[src/rtl/uart_rx.sv]
`default_nettype none
// ============================================================================
// Module      : uart_rx
// Description : 8N1 UART receiver, LSB first, 16x oversampling, break-safe.
// Revision    : 1.0 - initial release
// ============================================================================
module uart_rx #(
    parameter int CLK_HZ = 100000000,
    parameter int BAUD   = 9600
) (
    input  logic       clk,
    input  logic       reset,
    input  logic       UART_RX,
    output logic [7:0] RX_DATA,
    output logic       RX_STATUS,
    output logic       RX_FERR
);

    localparam int c_div = CLK_HZ / (BAUD * 16);
    localparam int c_tw  = (c_div > 1) ? $clog2(c_div) : 1;
    localparam logic [c_tw-1:0] c_tmax = c_tw'(c_div - 1);

    localparam logic [1:0] c_st_idle  = 2'd0;
    localparam logic [1:0] c_st_start = 2'd1;
    localparam logic [1:0] c_st_data  = 2'd2;
    localparam logic [1:0] c_st_stop  = 2'd3;

    logic            r_sync1;
    logic            r_sync2;
    logic [c_tw-1:0] r_tcnt;
    logic [1:0]      r_state;
    logic [3:0]      r_scnt;
    logic [2:0]      r_bcnt;
    logic [7:0]      r_shreg;
    logic            r_armed;
    logic [7:0]      r_data;
    logic            r_status;
    logic            r_ferr;

    logic w_rxs;
    logic w_tick;

    assign w_rxs  = r_sync2;
    assign w_tick = (r_tcnt == c_tmax);

    always_ff @(posedge clk) begin
        if (reset) begin
            r_sync1  <= 1'b1;
            r_sync2  <= 1'b1;
            r_tcnt   <= '0;
            r_state  <= c_st_idle;
            r_scnt   <= 4'd0;
            r_bcnt   <= 3'd0;
            r_shreg  <= 8'h00;
            r_armed  <= 1'b1;
            r_data   <= 8'h00;
            r_status <= 1'b0;
            r_ferr   <= 1'b0;
        end else begin
            r_sync1  <= UART_RX;
            r_sync2  <= r_sync1;
            r_tcnt   <= w_tick ? '0 : r_tcnt + 1'b1;
            r_status <= 1'b0;
            r_ferr   <= 1'b0;
            if (w_tick) begin
                case (r_state)
                    c_st_idle: begin
                        if (w_rxs) begin
                            r_armed <= 1'b1;
                        end else if (r_armed) begin
                            r_state <= c_st_start;
                            r_scnt  <= 4'd0;
                        end
                    end
                    c_st_start: begin
                        if (r_scnt != 4'd7) begin
                            r_scnt <= r_scnt + 4'd1;
                        end else if (!w_rxs) begin
                            r_state <= c_st_data;
                            r_scnt  <= 4'd0;
                            r_bcnt  <= 3'd0;
                        end else begin
                            r_state <= c_st_idle;
                        end
                    end
                    c_st_data: begin
                        if (r_scnt != 4'd15) begin
                            r_scnt <= r_scnt + 4'd1;
                        end else begin
                            r_shreg <= {w_rxs, r_shreg[7:1]};
                            r_scnt  <= 4'd0;
                            r_bcnt  <= r_bcnt + 3'd1;
                            if (r_bcnt == 3'd7) begin
                                r_state <= c_st_stop;
                            end
                        end
                    end
                    c_st_stop: begin
                        if (r_scnt != 4'd15) begin
                            r_scnt <= r_scnt + 4'd1;
                        end else begin
                            // Low stop bit disarms so a held-low break cannot retrigger.
                            if (w_rxs) begin
                                r_data   <= r_shreg;
                                r_status <= 1'b1;
                            end else begin
                                r_ferr  <= 1'b1;
                                r_armed <= 1'b0;
                            end
                            r_state <= c_st_idle;
                        end
                    end
                    default: r_state <= c_st_idle;
                endcase
            end
        end
    end

    assign RX_DATA   = r_data;
    assign RX_STATUS = r_status;
    assign RX_FERR   = r_ferr;

endmodule
`default_nettype wire

[config.mk]
export PLATFORM = sky130hd
export DESIGN_NAME = uart_rx
export DESIGN_NICKNAME = d
export VERILOG_FILES = /design/src/rtl/uart_rx.sv
export SDC_FILE = /design/constraint.sdc
export NUM_CORES = 1
export LEC_CHECK = 0
export BUFFER_PORTS_ARGS = -buffer_cell sky130_fd_sc_hd__clkbuf_2
export CAP_MARGIN = 20
export CORE_MARGIN = 3
export CORE_UTILIZATION = 45
export DETAILED_ROUTE_END_ITERATION = 8
export GPL_ROUTABILITY_DRIVEN = 1
export GPL_TIMING_DRIVEN = 0
export PLACE_DENSITY_LB_ADDON = 0.08
export SETUP_SLACK_MARGIN = 0.02
export SYNTH_ARGS = -nofsm -noshare
export SYNTH_HDL_FRONTEND = slang
export SYNTH_SLANG_ARGS = --single-unit
[constraint.sdc]
create_clock -name clk -period 4.4 [get_ports clk]
set_input_delay 0.44 -clock clk [delete_from_list [all_inputs] [get_ports clk]]
set_output_delay 0.44 -clock clk [all_outputs]
set_load 0.01 [all_outputs]
# --- Word level (Yosys, flattened, before mapping) ---
# Index checks and enable logic that the tools add are counted.
word_totals:
  ff_bits: 40
  latchBits: 0
  ram_bits: 0
  romBits: 0
  inputBits: 3
  output_inout_bits: 10
  mem_count: 0
classes:
  add_sub_neg: 3
  mul: 0
  div: 0
  order_cmp: 0
  eq_ne: 18
  shifts: 0
  muxes: 25
  bitwise: 3
  n_reduce_logical: 11
ops:
  columns: ["operator", "count"]
  rows:
  - ["$mux 4", 6]
  - ["$ne 2x2->1 const B", 10]
  - ["$pmux 4 s4", 1]
  - ["$reduce_and 5->1", 3]
  - ["$mux 2", 7]
  - ["$add 10x1->10 const B", 1]
  - ["$eq 10x10->1 const B", 1]
  - ["$mux 3", 3]
  - ["$pmux 2 s4", 1]
  - ["$reduce_and 7->1", 1]
  - ["$pmux 3 s2", 1]
  - ["$mux 1", 5]
  - ["$add 4x1->4 const B", 1]
  - ["$eq 2x2->1 const B", 2]
  - ["$ne 4x3->1 const B", 1]
  - ["$ne 4x4->1 const B", 1]
  - ["$reduce_and 4->1", 1]
  - ["$reduce_bool 2->1", 2]
  - ["$reduce_or 4->1", 1]
  - ["$add 3x1->3 const B", 1]
  - ["$eq 3x3->1 const B", 1]
  - ["$ne 3x3->1 const B", 1]
  - ["$not 1->1", 3]
  - ["$reduce_and 3->1", 1]
  - ["other kinds (4)", 4]

# --- Longest topological paths before layout ---
# Gate-level depths: netlist of the first run.
depth:
  ltp_word: 4
  depth_mapped: 7

# --- Least setup slack after synthesis of the first run ---
# No wires, ideal clock.
synth_path:
  path_type: "reg2reg"
  start: "reg r_tcnt[2]"
  end: "reg r_scnt[0]"
  setup_ns: 0.087
  arrival_time_ns: 1.888
  path_slack_ns: 2.425
  path_stages_with_launch: 6
  n_path_buf: 1
  cell_sequence: "dfxtp_1 > or3b_1 > or3_1 > buf_6 > or4b_4 > o31ai_1"
synth_via:
  elab_chain_cells: 2
synth_lines:
  columns: ["item", "line_no", "rtl"]
  rows:
  - ["start, declared", "30", "logic [c_tw-1:0] r_tcnt;"]
  - ["start signal, assigned", "62", "r_tcnt <= w_tick ? '0 : r_tcnt + 1'b1;"]
  - ["$eq 10x10->1", "44", "assign w_tick = (r_tcnt == c_tmax);"]
  - ["$reduce_and 5->1 (no line)", null, null]
  - ["end signal, assigned", "77", "r_scnt <= r_scnt + 4'd1;"]
  - ["end signal, assigned", "88", "r_scnt <= r_scnt + 4'd1;"]
  - ["end signal, assigned", "100", "r_scnt <= r_scnt + 4'd1;"]
  - ["end, declared", "32", "logic [3:0] r_scnt;"]
# No other way between the ends.
# A chain may end at the register's enable or synchronous reset.

# --- Final worst setup path of the first run ---
layout_path:
  start: "reg r_scnt[0]"
  end: "reg r_shreg[0]"
layout_via:
  elab_chain_cells: 3
layout_lines:
  columns: ["item", "line_no", "rtl"]
  rows:
  - ["$ne 4x4->1", "87", "if (r_scnt != 4'd15) begin"]
  - ["$not 1->1 (no line)", null, null]
  - ["$reduce_and 3->1 (no line)", null, null]
  - ["end signal, assigned", "90", "r_shreg <= {w_rxs, r_shreg[7:1]};"]
  - ["end, declared", "34", "logic [7:0] r_shreg;"]
# No other way between the ends.

==> results of run 1 <==
-- logic make-up (layout without fill, tap and decap cells) --
logic type | after synthesis | count (layout)
AO/OA/AOI/OAI | 22 | 22
flip-flops | 40 | 40
AND/OR/NAND/NOR | 78 | 78
buffers and inverters | 14 | 34
XOR/XNOR | 8 | 8
adder cells (fa/ha/maj) | 5 | 5
multiplexers | 16 | 16
-- power breakdown --
| part | switching (mW) | leakage (nW) | internal, mW | total, mW |
|---|---|---|---|---|
| Sequential | 0.00285 | 0.323 | 0.365 | 0.368 |
| Clock | 0.124 | 0.0424 | 0.113 | 0.237 |
| Combinational | 0.0116 | 0.428 | 0.00560 | 0.0172 |
| Total | 0.139 | 0.794 | 0.484 | 0.622 |
-- metrics by stage --
stage | hold WS, ns | util
final | 0.320 | 0.550
after floorplan | 0.389 | -
after global placement | 0.394 | 0.526
after global routing | 0.320 | 0.550
after detailed placement | 0.393 | 0.526
after CTS | 0.313 | 0.550
-- per-layer routing --
metal,routed length [um],vias up,track usage
li1,-,689,-
met1,1650,626,0.216
met2,1550,20,0.266
met3,114,5,0.0378
met4,53,0,0.0893
met5,0,-,0
-- cell usage in the layout, fill, tap and decap left out, types with 2 or more instances in the layout --
cell type / count
dfxtp_1: 40
nand2_1: 25
nor2_1: 17
mux2i_1: 16
clkbuf_2: 12
clkbuf_1: 8
xnor2_1: 6
inv_1: 5
nand3_1: 5
ha_1: 5
clkbuf_8: 5
nor3_1: 4
or2_2: 3
a21oi_1: 3
o21ai_0: 3
and3_1: 3
a211oi_1: 3
and2_1: 3
or3_1: 2
nor4_1: 2
nand4_1: 2
or3b_2: 2
a32o_1: 2
xor2_1: 2
a31oi_1: 2
o311ai_0: 2
-- worst paths after layout --
| path | startpoint | to | slack, ns | depth (start not counted) |
|---|---|---|---|---|
| worst max register to register | r_scnt[0] | r_shreg[0] | 2.02 | 5 |
| worst min register to register | r_sync1 | r_sync2 | 0.41 | 1 |
| worst min-delay path | UART_RX | r_sync1 | 0.32 | 2 |
| worst max-delay path | r_scnt[0] | r_shreg[0] | 2.02 | 5 |
-- registers in the layout, indices dropped and copies added (netlist names), named ones only --
register and cells:
RX_DATA 8, RX_FERR 1, RX_STATUS 1, r_armed 1
r_bcnt 3, r_scnt 4, r_shreg 8, r_state 1
r_sync1 1, r_sync2 1, r_tcnt 10
-- critical path, stage by stage, from the launching register on --
cell	delay [ns]
dfxtp_1	0.38
ha_1	0.24
nand2_1	0.17
nor4_1	0.68
nand4_1	0.53
mux2i_1	0.29
-- layout make-up --
class | count | area (sq um)
Fill cell | 345 | 1580
Multi-Input combinational cell | 129 | 873
Sequential cell | 40 | 801
Clock buffer | 7 | 76.3
Timing Repair Buffer | 12 | 60.1
Tap cell | 46 | 57.6
Buffer | 8 | 37.5
Inverter | 6 | 22.5
Clock inverter | 1 | 8.76
==> impl_metrics.toml, run 1 <==
[timing]
fin_worst_skew_ns = 0.0136
fin_ws_ns = 2.02
drv_slew = 0
period_minus_slack_ns = 2.38
fin_tns_setup_ns = 0
timing.final.hold_violations = 0
finalCritPeriodShare = 0.540
rsz0062_at_grt = "false"
fmaxAchievable_ghz = 0.421
setup_violations = 0
worstMarginPinSlew_ns = 0.717
slew_headroom = 0.518

[drt]
drt_iter0_drc = 45
num_vias = 1340
final_antenna_net_count = 0
wire_per_inst_um = 13.5
dr.pass1.iters = 4
vias_per_cell = 5.38
wl_mm = 3.37
drc = 0

[finish]
fin_cells = 249
drive_gt1_frac = 0.133
layout.nets = 210
synthToLayoutAreaGrowth_pct = 11.7
diodes = 0
finish.instance_area_sq_um = 1940

[global_route]
grt_antenna_before_repair = 0
grt_pass1_wl_mm = 5.82
overflow = 0
grt_usage = 0.170
grt_max_degree = 13
grt_pass1_vias = 1298

[die]
dieWidth_um = 68.1
initial_core_util = 0.493
coreArea_sq_um = 3520
fp-row-count = 21
num_io_pins = 13
die_h_um = 68.1
die_area_sq_um = 4630

[clocking]
cts_resized = 0
clkTransAtPathRegs_ns = 0.08
numCtsBuffers = 5
cts.sinks = 40
clk_latency_ns = 0.30
cts_tree = "done"
clock-root-buffer = "clkbuf_8"
hold_buffers = 0
clock_path_buffers = 2
h-tree-depth = 2
post-cts-setup-buffers = 0

[synth]
synth-adder-area-share = 0.0361
async_flop_share = 0
ys_seq_area_frac = 0.462
syn_avg_cell_area_sq_um = 9.48
synth_top_family_by_area = "simple AND/OR/NAND/NOR gates"
synth_most_common_cell = "dfxtp_1"
synth_mux_area_frac = 0.0924
yosysTopAreaCellShare = 0.462
yosys-top-cells-area = "dfxtp_1, mux2i_1, nand2_1"
synth_edf_count = 0
netlist_instances = 183
yosys_warnings = 0
synthXorXnorAreaFrac = 0.0404
synth-seq-cells = 40
yosys.area.top_type = "dfxtp_1"
yosysUniqueCellTypes = 44
synth_compound_area_frac = 0.0931
synthSimpleGateAreaFrac = 0.242
syn_area_sq_um = 1730
syn-num-nets = 191
yosys-top-cells-count = "dfxtp_1, nand2_1, nor2_1"
yosys_most_used_dff = "dfxtp_1"

[worst_setup_path]
worstPathMaxFanout = 6
cp.arrival_ns = 2.59
endpoint_kind = "flip-flop"
crit_type = "flip-flop to flip-flop"
start_kind = "flip-flop"
required_ns = 4.61

[pwr]
p_per_area_nw_per_um2 = 321
power_mw = 0.622
ir_worst_vdd_mv = 0.191
leakagePower_nw = 0.794

[placed_design]
dp.cells = 241
postPlaceCellArea_sq_um = 1850
place_ws_ns = 2.07
globalplace.congestion = 0.879
portBuffers = 12
dp_hpwl_mm = 2.40

[run]
cap_violations = 0

[status]
outcome = "complete, no violations"

[hold_path]
hp-class = "input pin to flip-flop"
Note: power is estimated with default switching activity, not from simulation.
==> run 2: changes to the inputs <==
--- a/config.mk
+++ b/config.mk
@@ -5,6 +5,7 @@
 export SDC_FILE = /design/constraint.sdc
 export NUM_CORES = 1
 export LEC_CHECK = 0
+export ABC_AREA = 1
 export BUFFER_PORTS_ARGS = -buffer_cell sky130_fd_sc_hd__clkbuf_2
 export CAP_MARGIN = 20
 export CORE_MARGIN = 3
==> constraint.sdc (replaced) <==
create_clock -name clk -period 2.4 [get_ports clk]
set_input_delay 0.24 -clock clk [delete_from_list [all_inputs] [get_ports clk]]
set_output_delay 0.24 -clock clk [all_outputs]
set_load 0.01 [all_outputs]
==> run 2 against run 1 <==
Against the previous run: flip-flop and latch count unchanged; synthesized cell count up 30%; total power up 100%; design area up 4.3%; via count up 9.0%; non-clock buffer count down 6; combinational power up 81%; cell count up 22%; register-to-register slack worse by 1.3 ns; global-route usage down 1.7 points.
==> impl_metrics.toml, run 2 <==
[global_route]
grt_usage = 0.153
grt_pass1_vias = 1359
grt_max_degree = 14
grt_antenna_before_repair = 0
overflow = 0
grt_pass1_wl_mm = 5.94

[synth]
syn_avg_cell_area_sq_um = 7.54
yosysUniqueCellTypes = 31
synth-adder-area-share = 0.0349
yosys.area.top_type = "dfxtp_1"
yosysTopAreaCellShare = 0.446
syn_area_sq_um = 1790
synth_top_family_by_area = "simple AND/OR/NAND/NOR gates"
synth_edf_count = 0
yosys-top-cells-area = "dfxtp_1, nor2_1, nand2_1"
synth_compound_area_frac = 0.107
syn-num-nets = 246
synthXorXnorAreaFrac = 0.0146
async_flop_share = 0
synth_mux_area_frac = 0
synth-seq-cells = 40
netlist_instances = 238
yosys_warnings = 0
synth_most_common_cell = "nor2_1"
yosys_most_used_dff = "dfxtp_1"
yosys-top-cells-count = "nor2_1, dfxtp_1, nand2_1"
ys_seq_area_frac = 0.446
synthSimpleGateAreaFrac = 0.344

[worst_setup_path]
reg2reg_slack_ns = 0.72
worstPathMaxFanout = 8
crit_type = "flip-flop to flip-flop"
required_ns = 2.60
endpoint_kind = "flip-flop"
cp.arrival_ns = 1.88
start_kind = "flip-flop"

[clocking]
clk_latency_ns = 0.30
cts.sinks = 40
clock-root-buffer = "clkbuf_8"
cts_tree = "done"
post-cts-setup-buffers = 0
h-tree-depth = 2
hold_buffers = 0
clkTransAtPathRegs_ns = 0.08
clock_path_buffers = 2
cts_resized = 0
numCtsBuffers = 5

[placed_design]
place_ws_ns = 0.711
dp_hpwl_mm = 2.43
portBuffers = 11
globalplace.congestion = 0.817

[drt]
num_vias = 1461
wire_per_inst_um = 10.9
vias_per_cell = 4.79
wl_mm = 3.34
dr.pass1.iters = 4
drc = 0
drt_iter0_drc = 97
final_antenna_net_count = 0

[finish]
drive_gt1_frac = 0.179
final_cell_mix = "nor2_1, dfxtp_1, nand2_1"
synthToLayoutAreaGrowth_pct = 12.6
final_common_cell = "nor2_1"
utilization = 0.540
largest_reg_flops = 10
regMostFlops = "r_tcnt"
diodes = 0
layout.nets = 264

[timing]
drv_slew = 0
fmaxAchievable_ghz = 0.594
timing.hold.ws_ns = 0.125
fin_tns_setup_ns = 0
timing.final.hold_violations = 0
fin_worst_skew_ns = 0.00917
rsz0062_at_grt = "false"
worstMarginPinSlew_ns = 0.412
fin_ws_ns = 0.716
finalCritPeriodShare = 0.702
period_minus_slack_ns = 1.68
slew_headroom = 0.726
setup_violations = 0

[pwr]
power_switching_mw = 0.265
power_mw = 1.25
ir_worst_vdd_mv = 0.380
leakagePower_nw = 0.843
p_per_area_nw_per_um2 = 620
swShare = 0.211
power_frac_seq = 0.539
clkPwrFrac = 0.436
combPwrFrac = 0.025
p_int_mw = 0.988

[die]
num_io_pins = 13
coreArea_sq_um = 3740
dieWidth_um = 69.1
die_h_um = 69.1
initial_core_util = 0.479
die_area_sq_um = 4780
fp-row-count = 22

[status]
outcome = "complete, no violations"

[run]
cap_violations = 0

[hold_path]
hp-class = "input pin to flip-flop"
## run 2: cells by family (layout without fill, tap and decap cells)
group,count (synthesis),count (layout)
simple gates,128,128
flops,40,40
compound gates,37,37
buf+inv,25,44
fa+ha+maj,5,5
xor+xnor,3,3
## run 2: critical path, stage by stage (launching register included)
cell and delay [ns]:
dfxtp_1 0.38, ha_1 0.25, nand3_2 0.18, inv_2 0.14, nand2_4 0.08, nor2_2 0.09
nand4_2 0.20, o21ai_1 0.22, nor2_1 0.05
## run 2: power by group through the flow
stage | registers [mW] | logic, mW | clock network, mW
finish | 0.675 | 0.0311 | 0.547
global route | 0.676 | 0.0368 | 0.599
CTS | 0.675 | 0.0319 | 0.559
detailed placement | 0.691 | 0.0318 | 0
global placement | 0.691 | 0.0318 | 0
floorplan | 0.689 | 0.0247 | 0
## run 2: cell type report
cell class              instances  area [sq um]
plain buffers                   3          11.3
clock buffers                   5          68.8
clock inverters                 3          42.5
fillers                       374          1720
inverters                      22          82.6
multi-input cells             173           900
flip-flops and latches         40           801
well taps                      48          60.1
repair buffers                 11          55.1
## run 2: metal layers
layer	share of wire	track usage	up-vias
li1	-	-	807
met1	0.51	0.195	632
met2	0.44	0.236	15
met3	0.028	0.0394	7
met4	0.023	0.0781	0
met5	0	0	-
## run 2: final timing paths
kind / cells past startpoint / endpoint / startpoint
hold / removal: 2 / r_sync1 / UART_RX
hold reg to reg: 1 / r_sync2 / r_sync1
setup / recovery: 8 / RX_DATA[6] / r_scnt[0]
setup reg to reg: 8 / RX_DATA[6] / r_scnt[0]
## run 2: stage by stage
step / cell area, sq um / instances
after CTS: 2020 / 305
after detailed placement: 1910 / 297
after floorplan: 1790 / 238
after global placement: 1910 / 297
final: 2020 / 305
after global routing: 2020 / 305
